File: src/rtl/lc3_pipeline_stage1.sv
// rtl/lc3_pipeline_stage1.sv - LC-3 decode stage: decode register, decoder, load-use hazard, flush/stall FSM
// Optional feature macro: LC3_DECODE_ILLEGAL_EN (adds the illegal output for reserved opcode 1101)
module lc3_pipeline_stage1 #(
    parameter logic [15:0] RESET_PC = 16'h0060
) (
    input  logic        clk,
    input  logic        reset,
    input  logic        in_valid,
    input  logic [15:0] in_pc,
    input  logic [15:0] in_npc,
    input  logic [15:0] in_inst,
    input  logic        stall_in,
    input  logic        flush,
    input  logic [2:0]  ex_dr,
    input  logic        ex_is_load,
    output logic        stall_out,
    output logic        valid,
    output logic [15:0] pc,
    output logic [15:0] npc,
    output logic [15:0] inst,
    output logic [3:0]  opcode,
    output logic [2:0]  dr,
    output logic [2:0]  sr1,
    output logic [2:0]  sr2,
    output logic        use_imm,
    output logic [15:0] imm16,
    output logic        ld_reg,
    output logic        ld_cc,
    output logic        mem_rd,
    output logic        mem_wr,
    output logic        is_ctrl,
`ifdef LC3_DECODE_ILLEGAL_EN
    output logic        illegal,
`endif
    output logic        hazard
);

    typedef enum logic [1:0] {
        ST_RUN    = 2'd0,
        ST_HOLD   = 2'd1,
        ST_BUBBLE = 2'd2
    } state_t;

    state_t      r_state;
    logic        r_valid;
    logic [15:0] r_pc;
    logic [15:0] r_npc;
    logic [15:0] r_inst;

    logic [3:0]  w_op;
    logic [2:0]  w_dr;
    logic [2:0]  w_sr2;
    logic [15:0] w_imm;
    logic        w_use_imm;
    logic        w_ld_reg;
    logic        w_ld_cc;
    logic        w_mem_rd;
    logic        w_mem_wr;
    logic        w_ctrl;
    logic        w_reads_sr2;
    logic        w_hazard;
    logic        w_bubble;
    logic        w_illegal;

    // Register updates on the falling edge to line up with fetch.
    always_ff @(negedge clk or negedge reset) begin
        if (!reset) begin
            r_state <= ST_RUN;
            r_valid <= 1'b0;
            r_pc    <= RESET_PC;
            r_npc   <= RESET_PC + 16'd1;
            r_inst  <= 16'h0000;
        end else if (flush) begin
            r_state <= ST_RUN;
            r_valid <= 1'b0;
        end else if (stall_in) begin
            r_state <= ST_HOLD;
        end else if (r_state == ST_BUBBLE) begin
            r_state <= ST_RUN;
        end else if (w_hazard) begin
            r_state <= ST_BUBBLE;
        end else begin
            r_state <= ST_RUN;
            r_valid <= in_valid;
            if (in_valid) begin
                r_pc   <= in_pc;
                r_npc  <= in_npc;
                r_inst <= in_inst;
            end
        end
    end

    assign w_op = r_inst[15:12];

    always_comb begin
        w_dr        = r_inst[11:9];
        w_sr2       = r_inst[2:0];
        w_imm       = 16'h0000;
        w_use_imm   = 1'b0;
        w_ld_reg    = 1'b0;
        w_ld_cc     = 1'b0;
        w_mem_rd    = 1'b0;
        w_mem_wr    = 1'b0;
        w_ctrl      = 1'b0;
        w_reads_sr2 = 1'b0;
        case (w_op)
            4'b0000: begin
                w_imm  = {{7{r_inst[8]}}, r_inst[8:0]};
                w_ctrl = |r_inst[11:9];
            end
            4'b0001, 4'b0101: begin
                w_imm       = {{11{r_inst[4]}}, r_inst[4:0]};
                w_use_imm   = r_inst[5];
                w_ld_reg    = 1'b1;
                w_ld_cc     = 1'b1;
                w_reads_sr2 = ~r_inst[5];
            end
            4'b1001: begin
                w_ld_reg = 1'b1;
                w_ld_cc  = 1'b1;
            end
            4'b0010, 4'b1010: begin
                w_imm    = {{7{r_inst[8]}}, r_inst[8:0]};
                w_ld_reg = 1'b1;
                w_ld_cc  = 1'b1;
                w_mem_rd = 1'b1;
            end
            4'b0110: begin
                w_imm    = {{10{r_inst[5]}}, r_inst[5:0]};
                w_ld_reg = 1'b1;
                w_ld_cc  = 1'b1;
                w_mem_rd = 1'b1;
            end
            4'b0011, 4'b1011: begin
                w_imm       = {{7{r_inst[8]}}, r_inst[8:0]};
                w_sr2       = r_inst[11:9];
                w_mem_wr    = 1'b1;
                w_reads_sr2 = 1'b1;
            end
            4'b0111: begin
                w_imm       = {{10{r_inst[5]}}, r_inst[5:0]};
                w_sr2       = r_inst[11:9];
                w_mem_wr    = 1'b1;
                w_reads_sr2 = 1'b1;
            end
            4'b0100: begin
                w_dr     = 3'd7;
                w_ld_reg = 1'b1;
                w_ctrl   = 1'b1;
                if (r_inst[11]) w_imm = {{5{r_inst[10]}}, r_inst[10:0]};
            end
            4'b1000, 4'b1100: begin
                w_ctrl = 1'b1;
            end
            4'b1110: begin
                w_imm    = {{7{r_inst[8]}}, r_inst[8:0]};
                w_ld_reg = 1'b1;
                w_ld_cc  = 1'b1;
            end
            4'b1111: begin
                w_dr     = 3'd7;
                w_imm    = {8'h00, r_inst[7:0]};
                w_ld_reg = 1'b1;
                w_ctrl   = 1'b1;
            end
            default: ;
        endcase
    end

    // Store data (sr2 = inst[11:9]) counts as a source for the load-use check.
    assign w_hazard = r_valid & ex_is_load &
                      ((ex_dr == r_inst[8:6]) | ((ex_dr == w_sr2) & w_reads_sr2));
    assign w_bubble = (r_state == ST_BUBBLE);

`ifdef LC3_DECODE_ILLEGAL_EN
    assign w_illegal = r_valid & (w_op == 4'b1101);
    assign illegal   = w_illegal;
`else
    assign w_illegal = 1'b0;
`endif

    assign stall_out = (stall_in | w_hazard) & ~flush;
    assign hazard    = w_hazard;
    assign valid     = r_valid;
    assign pc        = r_pc;
    assign npc       = r_npc;
    assign inst      = r_inst;
    assign opcode    = w_op;
    assign dr        = w_dr;
    assign sr1       = r_inst[8:6];
    assign sr2       = w_sr2;
    assign imm16     = w_imm;
    assign use_imm   = r_valid & w_use_imm;
    assign ld_reg    = r_valid & w_ld_reg & ~w_bubble & ~w_illegal;
    assign ld_cc     = r_valid & w_ld_cc & ~w_illegal;
    assign mem_rd    = r_valid & w_mem_rd & ~w_bubble & ~w_illegal;
    assign mem_wr    = r_valid & w_mem_wr & ~w_bubble & ~w_illegal;
    assign is_ctrl   = w_illegal | (r_valid & w_ctrl & ~w_bubble);

endmodule

File: config.mk
export PLATFORM = sky130hd
export DESIGN_NAME = lc3_pipeline_stage1
export DESIGN_NICKNAME = d
export VERILOG_FILES = /design/src/rtl/lc3_pipeline_stage1.sv
export SDC_FILE = /design/constraint.sdc
export NUM_CORES = 1
export LEC_CHECK = 0
export ABC_AREA = 1
export BUFFER_PORTS_ARGS = -buffer_cell sky130_fd_sc_hd__buf_4
export CAP_MARGIN = 20
export CORE_ASPECT_RATIO = 1.2
export CORE_MARGIN = 3
export CORE_UTILIZATION = 45
export DETAILED_ROUTE_END_ITERATION = 8
export GPL_ROUTABILITY_DRIVEN = 0
export PLACE_DENSITY = 0.92
export SKIP_CTS_REPAIR_TIMING = 1
export SYNTH_ARGS = -nofsm -noshare
export SYNTH_HDL_FRONTEND = slang
export SYNTH_SLANG_ARGS = --single-unit
export TNS_END_PERCENT = 5
File: constraint.sdc
create_clock -name clk -period 2.45 [get_ports clk]
set_input_delay 0.49 -clock clk [delete_from_list [all_inputs] [get_ports clk]]
set_output_delay 0.49 -clock clk [all_outputs]
set_load 0.005 [all_outputs]
==> results.md, run 1 <==
- Setup slack on the worst flop-to-flop path: 160 ps
- Unrepaired setup endpoints after global routing: true
- Count of max-cap constraint violations: 0
- Antenna Violating Nets Remaining: 0
- Hold Fails Final Rpt: 0
- Post-synthesis to final-layout area growth: 67.1%
- Detailed router's first-iteration violation count: 132
- Via count of the routed design: 3,039
- Overall Global Routing Usage: 26.2%
- CTS Buffer Depth: 2
- Syn Nets: 400
- Horiz. Die Dim: 75.3 um
- # setup viols final: 136
- Number of different library cells in the post-synthesis netlist: 23
- Post-route cell area: 4330 um^2
- Critical path's top delay family: buffers and inverters
- Critical register-to-register path endpoint: npc[10]
- Antenna violations before repair: 0
- Top cell type by total area after synthesis: sky130_fd_sc_hd__dfrtn_1
- Hold path startpoint: npc[7]
- Overall die area: 6710 um^2
- Run status: complete, but fails checks
- Worst reg2reg startpoint: inst[12]
- Per-cell via count in the routed design: 5.17
- Clock latency at the later pin of the worst-skew pair: 360 ps
- Clock transition at path regs: 60 ps
- Cells on worst reg2reg path: 13
- Static leakage: 2.47 nW
- Critical Path Start Type: flip-flop
- Worst min-delay path category: flip-flop to flip-flop
- Synthesis Warnings: 0
- Detailed placement HPWL: 6730 um
- Total wire length: 9110 um
- Pwr Density: 652 nW/um^2
- Largest cells by area after synthesis: sky130_fd_sc_hd__dfrtn_1, sky130_fd_sc_hd__nand2_1, sky130_fd_sc_hd__nand3_1
- Post-Route Utilization: 79.5%
- CTS tree: built
- Peak supply drop: 0.516 mV
- Netlist area before placement: 2590 um^2
- Hold slack: 425 ps
- Cell mode on critical path: sky130_fd_sc_hd__buf_4
- Placement row count: 29
- Fraction of layout instances using a drive strength above 1: 45.1%
- Layout Nets: 582
- Actual slew at the worst max-slew pin: 412 ps
- WP data required: 1960 ps
- Total clock sinks: 51
- Number of H-tree branching levels: 2
- Y dimension of the die: 89.1 um
- 1st-pass router iterations: 4
- Critical-path cell list: buf_4, buf_4, nor2_2, a21oi_2, nand3b_1, nor3b_2, buf_4, nor2_1, buf_4
- Arr. time, crit path: 3160 ps
- Critical path buffer and inverter count: 4
- Final max-slew violation count: 0
- Setup Total Neg Slack: -61,630 ps
- Dpl cell area: 4010 um^2
- Total congestion overflow after global routing: 0
- Number of input and output port buffers inserted: 142
- Worst clock skew on the final layout: 67.3 ps
- Max transition margin: 72.4%
- CORE AREA: 5440 um^2
- Detailed-route DRC error count: 0
- CTS root buffer: sky130_fd_sc_hd__clkbuf_8
- Synth Area per Inst: 7.55 um^2
- Slowest CP cell: sky130_fd_sc_hd__dfrtn_1
- Post-Synthesis Cells: 343
- Wire length of the first global-routing pass: 13,400 um
- Peak per-stage delay on the critical path: 500 ps
- Count of inserted antenna diode cells: 0
- Vias in the first global route: 2,998
- Proportion of synthesized chip area in sequential cells: 49.5%
- Area share of the largest cell type after synthesis: 44.4%
- Number of stages on the worst hold path: 2
- Largest net degree at the start of global routing: 32
- Endpoint kind of the worst setup timing path: output pin
- Worst setup margin: -1200 ps
- Num ports: 143
- Final-layout fill cell count: 373
- Cts bufs inserted: 5
- Wirelength per Cell: 15.5 um
- Largest driver fanout on the critical path: 5
- Violated checks: negative setup slack
- End point of the most critical hold path: npc[7]
- Synth Register Bits: 51
- Starting density of the core: 47.6%
- Worst setup path class: flip-flop to output pin
==> area by class of cell <==
class                      count  area, um^2  share of cell area [%]
timing repair buffer         198        1630                    37.8
sequential                    51        1280                    29.6
multi-input combinational    240        1140                    26.3
clock inverter                 8        32.5                   0.752
inverter                      24        95.1                    2.20
tap                           62        77.6                    1.79
clock buffer                   5        68.8                    1.59
==> placed cells by master (no fill, tap or decap), drive strengths merged <==
cell,count
xnor2,3
nor3,2
nor2,22
nor3b,2
dfrtn,46
clkinv,3
inv,29
clkbuf,5
buf,198
nand4,1
a21oi,6
o21ai,7
nand3,63
nand2,133
dfstp,5
nand3b,1
==> metrics by stage <==
step / cells / setup WS [ps] / power, W
after CTS: 585 / -1230 / 0.00270
after global placement: 573 / -815 / 0.00217
final: 588 / -1200 / 0.00282
after floorplan: 343 / -805 / 0.00152
after global routing: 588 / -1330 / 0.00299
after detailed placement: 573 / -898 / 0.00221
==> worst register-to-register path, stage by stage (launching register included) <==
cell	delay, ps
sky130_fd_sc_hd__dfrtn_1	500
sky130_fd_sc_hd__nand2_2	120
sky130_fd_sc_hd__clkinv_4	100
sky130_fd_sc_hd__nand2_8	70
sky130_fd_sc_hd__nand2_1	100
sky130_fd_sc_hd__nand3_1	80
sky130_fd_sc_hd__nand3_1	120
sky130_fd_sc_hd__o21ai_2	80
sky130_fd_sc_hd__nand2_2	110
sky130_fd_sc_hd__buf_4	330
sky130_fd_sc_hd__nand2_2	140
sky130_fd_sc_hd__buf_4	220
sky130_fd_sc_hd__nand2_1	90
sky130_fd_sc_hd__nand2_1	80
==> Yosys cell counts (all sizes together) <==
master / n
nand2: 133
nand3: 63
dfrtn: 46
inv: 24
nor2: 22
buf: 20
clkbuf: 7
o21ai: 7
a21oi: 6
dfstp: 5
xnor2: 3
nor3: 2
nor3b: 2
clkinv: 1
nand3b: 1
nand4: 1
==> power by group <==
group | switching, W | total, W | internal [W]
Combinational | 0.000532 | 0.00122 | 0.000685
Sequential | 0.000108 | 0.00111 | 0.000999
Clock | 0.000290 | 0.000496 | 0.000206
Total | 0.000929 | 0.00282 | 0.00189
==> worst max path at each step <==
stage / start / endpoint / slack [ps] / depth (start not counted)
finish: inst[12] / imm16[4] / -1200 / 9
global route: inst[12] / stall_out / -1330 / 11
CTS: inst[15] / stall_out / -1230 / 9
detailed placement: inst[15] / stall_out / -900 / 9
global placement: inst[13] / stall_out / -810 / 11
floorplan: inst[13] / stall_out / -800 / 11
==> per-layer routing <==
layer  vias to the layer above  track usage, %  routed length (um)
li1                       1437               -                   -
met1                      1438            28.2                3150
met2                       141            48.4                4990
met3                        23            7.31                 758
met4                         0            9.22                 217
met5                         -               0                   0
==> sequential cells by signal (all words and copies together) (netlist names) <==
name / cells
inst: 16
npc: 16
pc: 16
r_state: 2
valid: 1
==> cells by family (layout without fill, tap and decap cells) <==
group	Yosys count	after routing	synth area share [%]
buf+inv	52	235	10.0
compound gates	13	13	2.51
xor+xnor	3	3	1.01
flops	51	51	49.5
simple gates	224	224	36.9
(Power assumes the default switching activity.)
==> run 2, diff against run 1 <==
SLEW_MARGIN = 20   (was default)
clock period = 4.2 ns   (was 2.45 ns; I/O delays follow)
==> results.md, run 2 (synthesis gave the netlist of run 1 again) <==
- Sum of internal, switching and leakage power: 0.00164 W
- Placement row count: 29
- Peak supply drop: 0.262 mV
- Most frequent cells in the layout: sky130_fd_sc_hd__buf_4, sky130_fd_sc_hd__nand2_1, sky130_fd_sc_hd__nand3_1
- Y dimension of the die: 89.1 um
- WP data required: 3360 ps
- Endpoint kind of the worst setup timing path: output pin
- # setup viols final: 59
- Clock transition at path regs: 60 ps
- Horiz. Die Dim: 75.3 um
- Number of input and output port buffers inserted: 142
- Unrepaired setup endpoints after global routing: true
- Starting density of the core: 47.6%
- Fin cells: 579
- Wire length of the first global-routing pass: 13,200 um
- Actual slew at the worst max-slew pin: 388 ps
- Arr. time, crit path: 4120 ps
- Hold Fails Final Rpt: 0
- Largest net degree at the start of global routing: 38
- Critical Path Start Type: flip-flop
- Cts bufs inserted: 5
- Overall Global Routing Usage: 25.3%
- Worst setup margin: -761 ps
- Total clock sinks: 51
- Number of cells in the design after placement: 563
- Setup Total Neg Slack: -15,760 ps
- Layout Nets: 573
- Worst clock skew on the final layout: 66.6 ps
- Worst setup path class: flip-flop to output pin
- Detailed router's first-iteration violation count: 198
- Violated checks: negative setup slack
- CTS Buffer Depth: 2
- Number of H-tree branching levels: 2
- CTS tree: built
- Num ports: 143
- Per-cell via count in the routed design: 5.22
- Total congestion overflow after global routing: 0
- Detailed placement HPWL: 6540 um
- Worst min-delay path category: flip-flop to flip-flop
- Fraction of layout instances using a drive strength above 1: 44.9%
- Antenna violations before repair: 0
- Static leakage: 2.41 nW
- Post-synthesis to final-layout area growth: 61.8%
- Largest driver fanout on the critical path: 5
- CORE AREA: 5440 um^2
- Wirelength per Cell: 15.3 um
- Run status: complete, but fails checks
- Final-layout fill cell count: 382
- 1st-pass router iterations: 4
- Pwr Density: 390 nW/um^2
- Antenna Violating Nets Remaining: 0
- CTS root buffer: sky130_fd_sc_hd__clkbuf_8
- Setup slack on the worst flop-to-flop path: 1800 ps
- Count of inserted antenna diode cells: 0
- Clock latency at the later pin of the worst-skew pair: 360 ps
- Vias in the first global route: 2,886
- Max transition margin: 74.1%
- Most common cell after layout, fill and taps aside: sky130_fd_sc_hd__buf_4
- Count of max-cap constraint violations: 0
- Total wire length: 8870 um
- Via count of the routed design: 3,022
- Final max-slew violation count: 0
- Detailed-route DRC error count: 0
- Overall die area: 6710 um^2
==> run 2: cell types whose count changed in the layout (fill, tap and decap cells not counted), moves of 2 or more <==
cell / delta
sky130_fd_sc_hd__buf_6: -36
sky130_fd_sc_hd__buf_12: +2
sky130_fd_sc_hd__nand2_1: -2
sky130_fd_sc_hd__clkinv_2: -2
sky130_fd_sc_hd__nand2_2: +2
sky130_fd_sc_hd__buf_4: +25
==> run 2: layout make-up <==
cell class	instances	area (um^2)	share of cell area (%)
clock buffers	6	93.8	2.24
clock inverters	7	26.3	0.627
inverters	24	95.1	2.27
multi-input cells	240	1160	27.7
flip-flops and latches	51	1280	30.6
well taps	62	77.6	1.85
repair buffers	189	1460	34.7
==> run 2: final timing paths <==
| kind | endpoint | from | cells after the start |
|---|---|---|---|
| min in group asynchronous | inst[4] | reset | 1 |
| max in group asynchronous | npc[6] | reset | 2 |
| worst min register to register | pc[13] | pc[13] | 2 |
| worst max register to register | npc[2] | inst[13] | 13 |
| worst max-delay path | stall_out | inst[12] | 9 |
| worst min-delay path | pc[13] | pc[13] | 2 |
==> run 2: report_power, final <==
group	switching, W	internal [W]	total (W)	leakage (nW)
logic	0.000294	0.000362	0.000655	1.70
registers	0.0000676	0.000582	0.000650	0.629
clock network	0.000173	0.000157	0.000330	0.0834
==> run 2: worst max-delay path, stage by stage (launching register included) <==
cell,delay [ps]
sky130_fd_sc_hd__dfrtn_1,520
sky130_fd_sc_hd__inv_1,90
sky130_fd_sc_hd__nor2_2,130
sky130_fd_sc_hd__nand2_2,90
sky130_fd_sc_hd__o21ai_1,210
sky130_fd_sc_hd__nand3_1,150
sky130_fd_sc_hd__o21ai_2,170
sky130_fd_sc_hd__nand2_2,110
sky130_fd_sc_hd__a21oi_2,140
sky130_fd_sc_hd__buf_4,120
==> run 2: per-stage QoR <==
step / util, % / area, um^2 / hold WS, ps / worst slack (ps)
floorplan: - / 2610 / 426 / -286
global placement: 72.5 / 3950 / 417 / -299
detailed placement: 72.5 / 3950 / 421 / -453
CTS: 74.6 / 4060 / 422 / -786
global route: 77.0 / 4190 / 442 / -890
finish: 77.0 / 4190 / 420 / -761
==> run 2: metal layers <==
metal  part of all wire (%)  GRT usage, %
met1                     36          30.1
met2                     52          43.8
met3                    7.1          4.27
met4                    5.0          12.4
met5                      0             0
==> run 3, diff against run 2 <==
GPL_TIMING_DRIVEN = 0   (was default)
==> results.md, run 3 (synthesis gave the netlist of run 1 again) <==
- Part of the total power dissipated in sequential elements: 42.0%
- Setup Total Neg Slack: -14,340 ps
- WP data required: 3360 ps
- Hold slack: 418 ps
- Violated checks: negative setup slack
- Count of inserted antenna diode cells: 0
- Detailed-route DRC error count: 0
- CTS Buffer Depth: 2
- Worst clock skew on the final layout: 67.9 ps
- Fraction of layout instances using a drive strength above 1: 41.6%
- Num ports: 143
- Number of H-tree branching levels: 2
- Total net switching power: 0.000511 W
- Starting density of the core: 47.6%
- Slowest CP cell: sky130_fd_sc_hd__dfrtn_1
- Detailed placement HPWL: 6130 um
- Post-Route Utilization: 74.6%
- Pwr Density: 383 nW/um^2
- Total clock sinks: 51
- Run status: complete, but fails checks
- Total congestion overflow after global routing: 0
- Most common cell after layout, fill and taps aside: sky130_fd_sc_hd__buf_4
- Largest net degree at the start of global routing: 52
- Worst setup path class: flip-flop to output pin
- Horiz. Die Dim: 75.3 um
- Vias in the first global route: 2,545
- Post-route cell area: 4060 um^2
- Wire length of the first global-routing pass: 11,700 um
- Hold Fails Final Rpt: 0
- CTS tree: built
- Placement row count: 29
- Internal Dissipation: 0.00104 W
- Unrepaired setup endpoints after global routing: true
- Combined flip-flop and latch cell area: 1280 um^2
- Clock transition at path regs: 60 ps
- Layout Nets: 568
- Static leakage: 2.34 nW
- Most frequent cells in the layout: sky130_fd_sc_hd__buf_4, sky130_fd_sc_hd__nand2_1, sky130_fd_sc_hd__nand3_1
- CORE AREA: 5440 um^2
- Max transition margin: 57.8%
- Final max-slew violation count: 0
- Detailed router's first-iteration violation count: 123
- Total wire length: 8140 um
- Peak per-stage delay on the critical path: 510 ps
- Switching fraction of total power: 32.9%
- Post-synthesis to final-layout area growth: 56.8%
- # setup viols final: 31
- Worst min-delay path category: flip-flop to flip-flop
- Final-layout fill cell count: 432
- Critical Path Start Type: flip-flop
- Y dimension of the die: 89.1 um
- Dpl cell area: 3750 um^2
- Via count of the routed design: 2,897
- Critical-path cell list: nand2_2, clkinv_4, nand2_8, nand2_1, nand3_1, nand2_1, nand2_1, o21ai_2, nand2_2, buf_8, a21oi_2, buf_4
- Per-cell via count in the routed design: 5.05
- Actual slew at the worst max-slew pin: 632 ps
- Part of the power in the clock network: 18.5%
- Worst setup margin: -868 ps
- Antenna Violating Nets Remaining: 0
- Cts bufs inserted: 5
- Arr. time, crit path: 4230 ps
- Area occupied by multi-input gates: 1150 um^2
- Cell mode on critical path: sky130_fd_sc_hd__nand2_1
- Overall die area: 6710 um^2
- Endpoint kind of the worst setup timing path: output pin
- Largest driver fanout on the critical path: 8
- Count of max-cap constraint violations: 0
- Clock latency at the later pin of the worst-skew pair: 360 ps
- Antenna violations before repair: 0
- 1st-pass router iterations: 5
- Combinational Power Share: 39.6%
- Number of input and output port buffers inserted: 142
- Peak supply drop: 0.228 mV
- CTS root buffer: sky130_fd_sc_hd__clkbuf_8
- Overall Global Routing Usage: 22.4%
- Wirelength per Cell: 14.2 um
[run 3: changes by cell type in the layout (fill, tap and decap cells not counted), moves of 3 or more]
cell	delta
sky130_fd_sc_hd__a21oi_2	-3
sky130_fd_sc_hd__buf_12	-3
sky130_fd_sc_hd__buf_2	+3
sky130_fd_sc_hd__a21oi_1	+3
sky130_fd_sc_hd__clkbuf_1	+6
sky130_fd_sc_hd__buf_4	-17
[run 3: final timing paths]
check / from / endpoint / slack [ps] / cells after the start
max in group asynchronous: reset / npc[0] / 1180 / 1
hold / removal: npc[12] / npc[12] / 420 / 2
setup reg to reg: inst[12] / pc[0] / 2060 / 13
hold reg to reg: npc[12] / npc[12] / 420 / 2
min in group asynchronous: reset / inst[1] / 2540 / 1
setup / recovery: inst[12] / stall_out / -870 / 12
[run 3: per-stage QoR]
| stage | power, W | cells | setup WS [ps] |
|---|---|---|---|
| 2_1_floorplan | 0.000885 | 343 | -286 |
| 3_3_place_gp | 0.00120 | 547 | -670 |
| 3_5_place_dp | 0.00122 | 547 | -696 |
| 4_1_cts | 0.00150 | 559 | -1040 |
| 5_1_grt | 0.00166 | 574 | -995 |
| 6_report | 0.00155 | 574 | -868 |
[run 3: cell type report]
| type | instances | share of cell area [%] |
|---|---|---|
| buffer | 27 | 4.38 |
| inverter | 24 | 2.34 |
| clock inverter | 8 | 0.801 |
| tap | 62 | 1.91 |
| timing repair buffer | 157 | 29.0 |
| sequential | 51 | 31.6 |
| multi-input combinational | 240 | 28.3 |
| clock buffer | 5 | 1.69 |
[run 3: worst max-delay path: cells and delay by family (launching register included)]
kind / cells / cell delay, ps
DFF: 1 / 510
and+or+nand+nor: 7 / 640
AOI/OAI and AO/OA: 2 / 270
buffers and inverters: 3 / 400
[run 3: routing by layer]
layer | up-vias | routed length, um | global-route usage [%] | share of wire (%)
li1 | 1406 | - | - | -
met1 | 1365 | 3020 | 27.2 | 37
met2 | 109 | 4490 | 40.3 | 55
met3 | 17 | 456 | 2.92 | 5.6
met4 | 0 | 172 | 7.79 | 2.1
met5 | - | 0 | 0 | 0
[run 3: power by group through the flow]
stage	registers (W)	logic (W)	clock network (W)
4_1_cts	0.000651	0.000552	0.000296
3_5_place_dp	0.000658	0.000551	0.00000888
3_3_place_gp	0.000656	0.000533	0.00000888
2_1_floorplan	0.000654	0.000223	0.00000888
5_1_grt	0.000662	0.000674	0.000324
6_report	0.000652	0.000615	0.000287
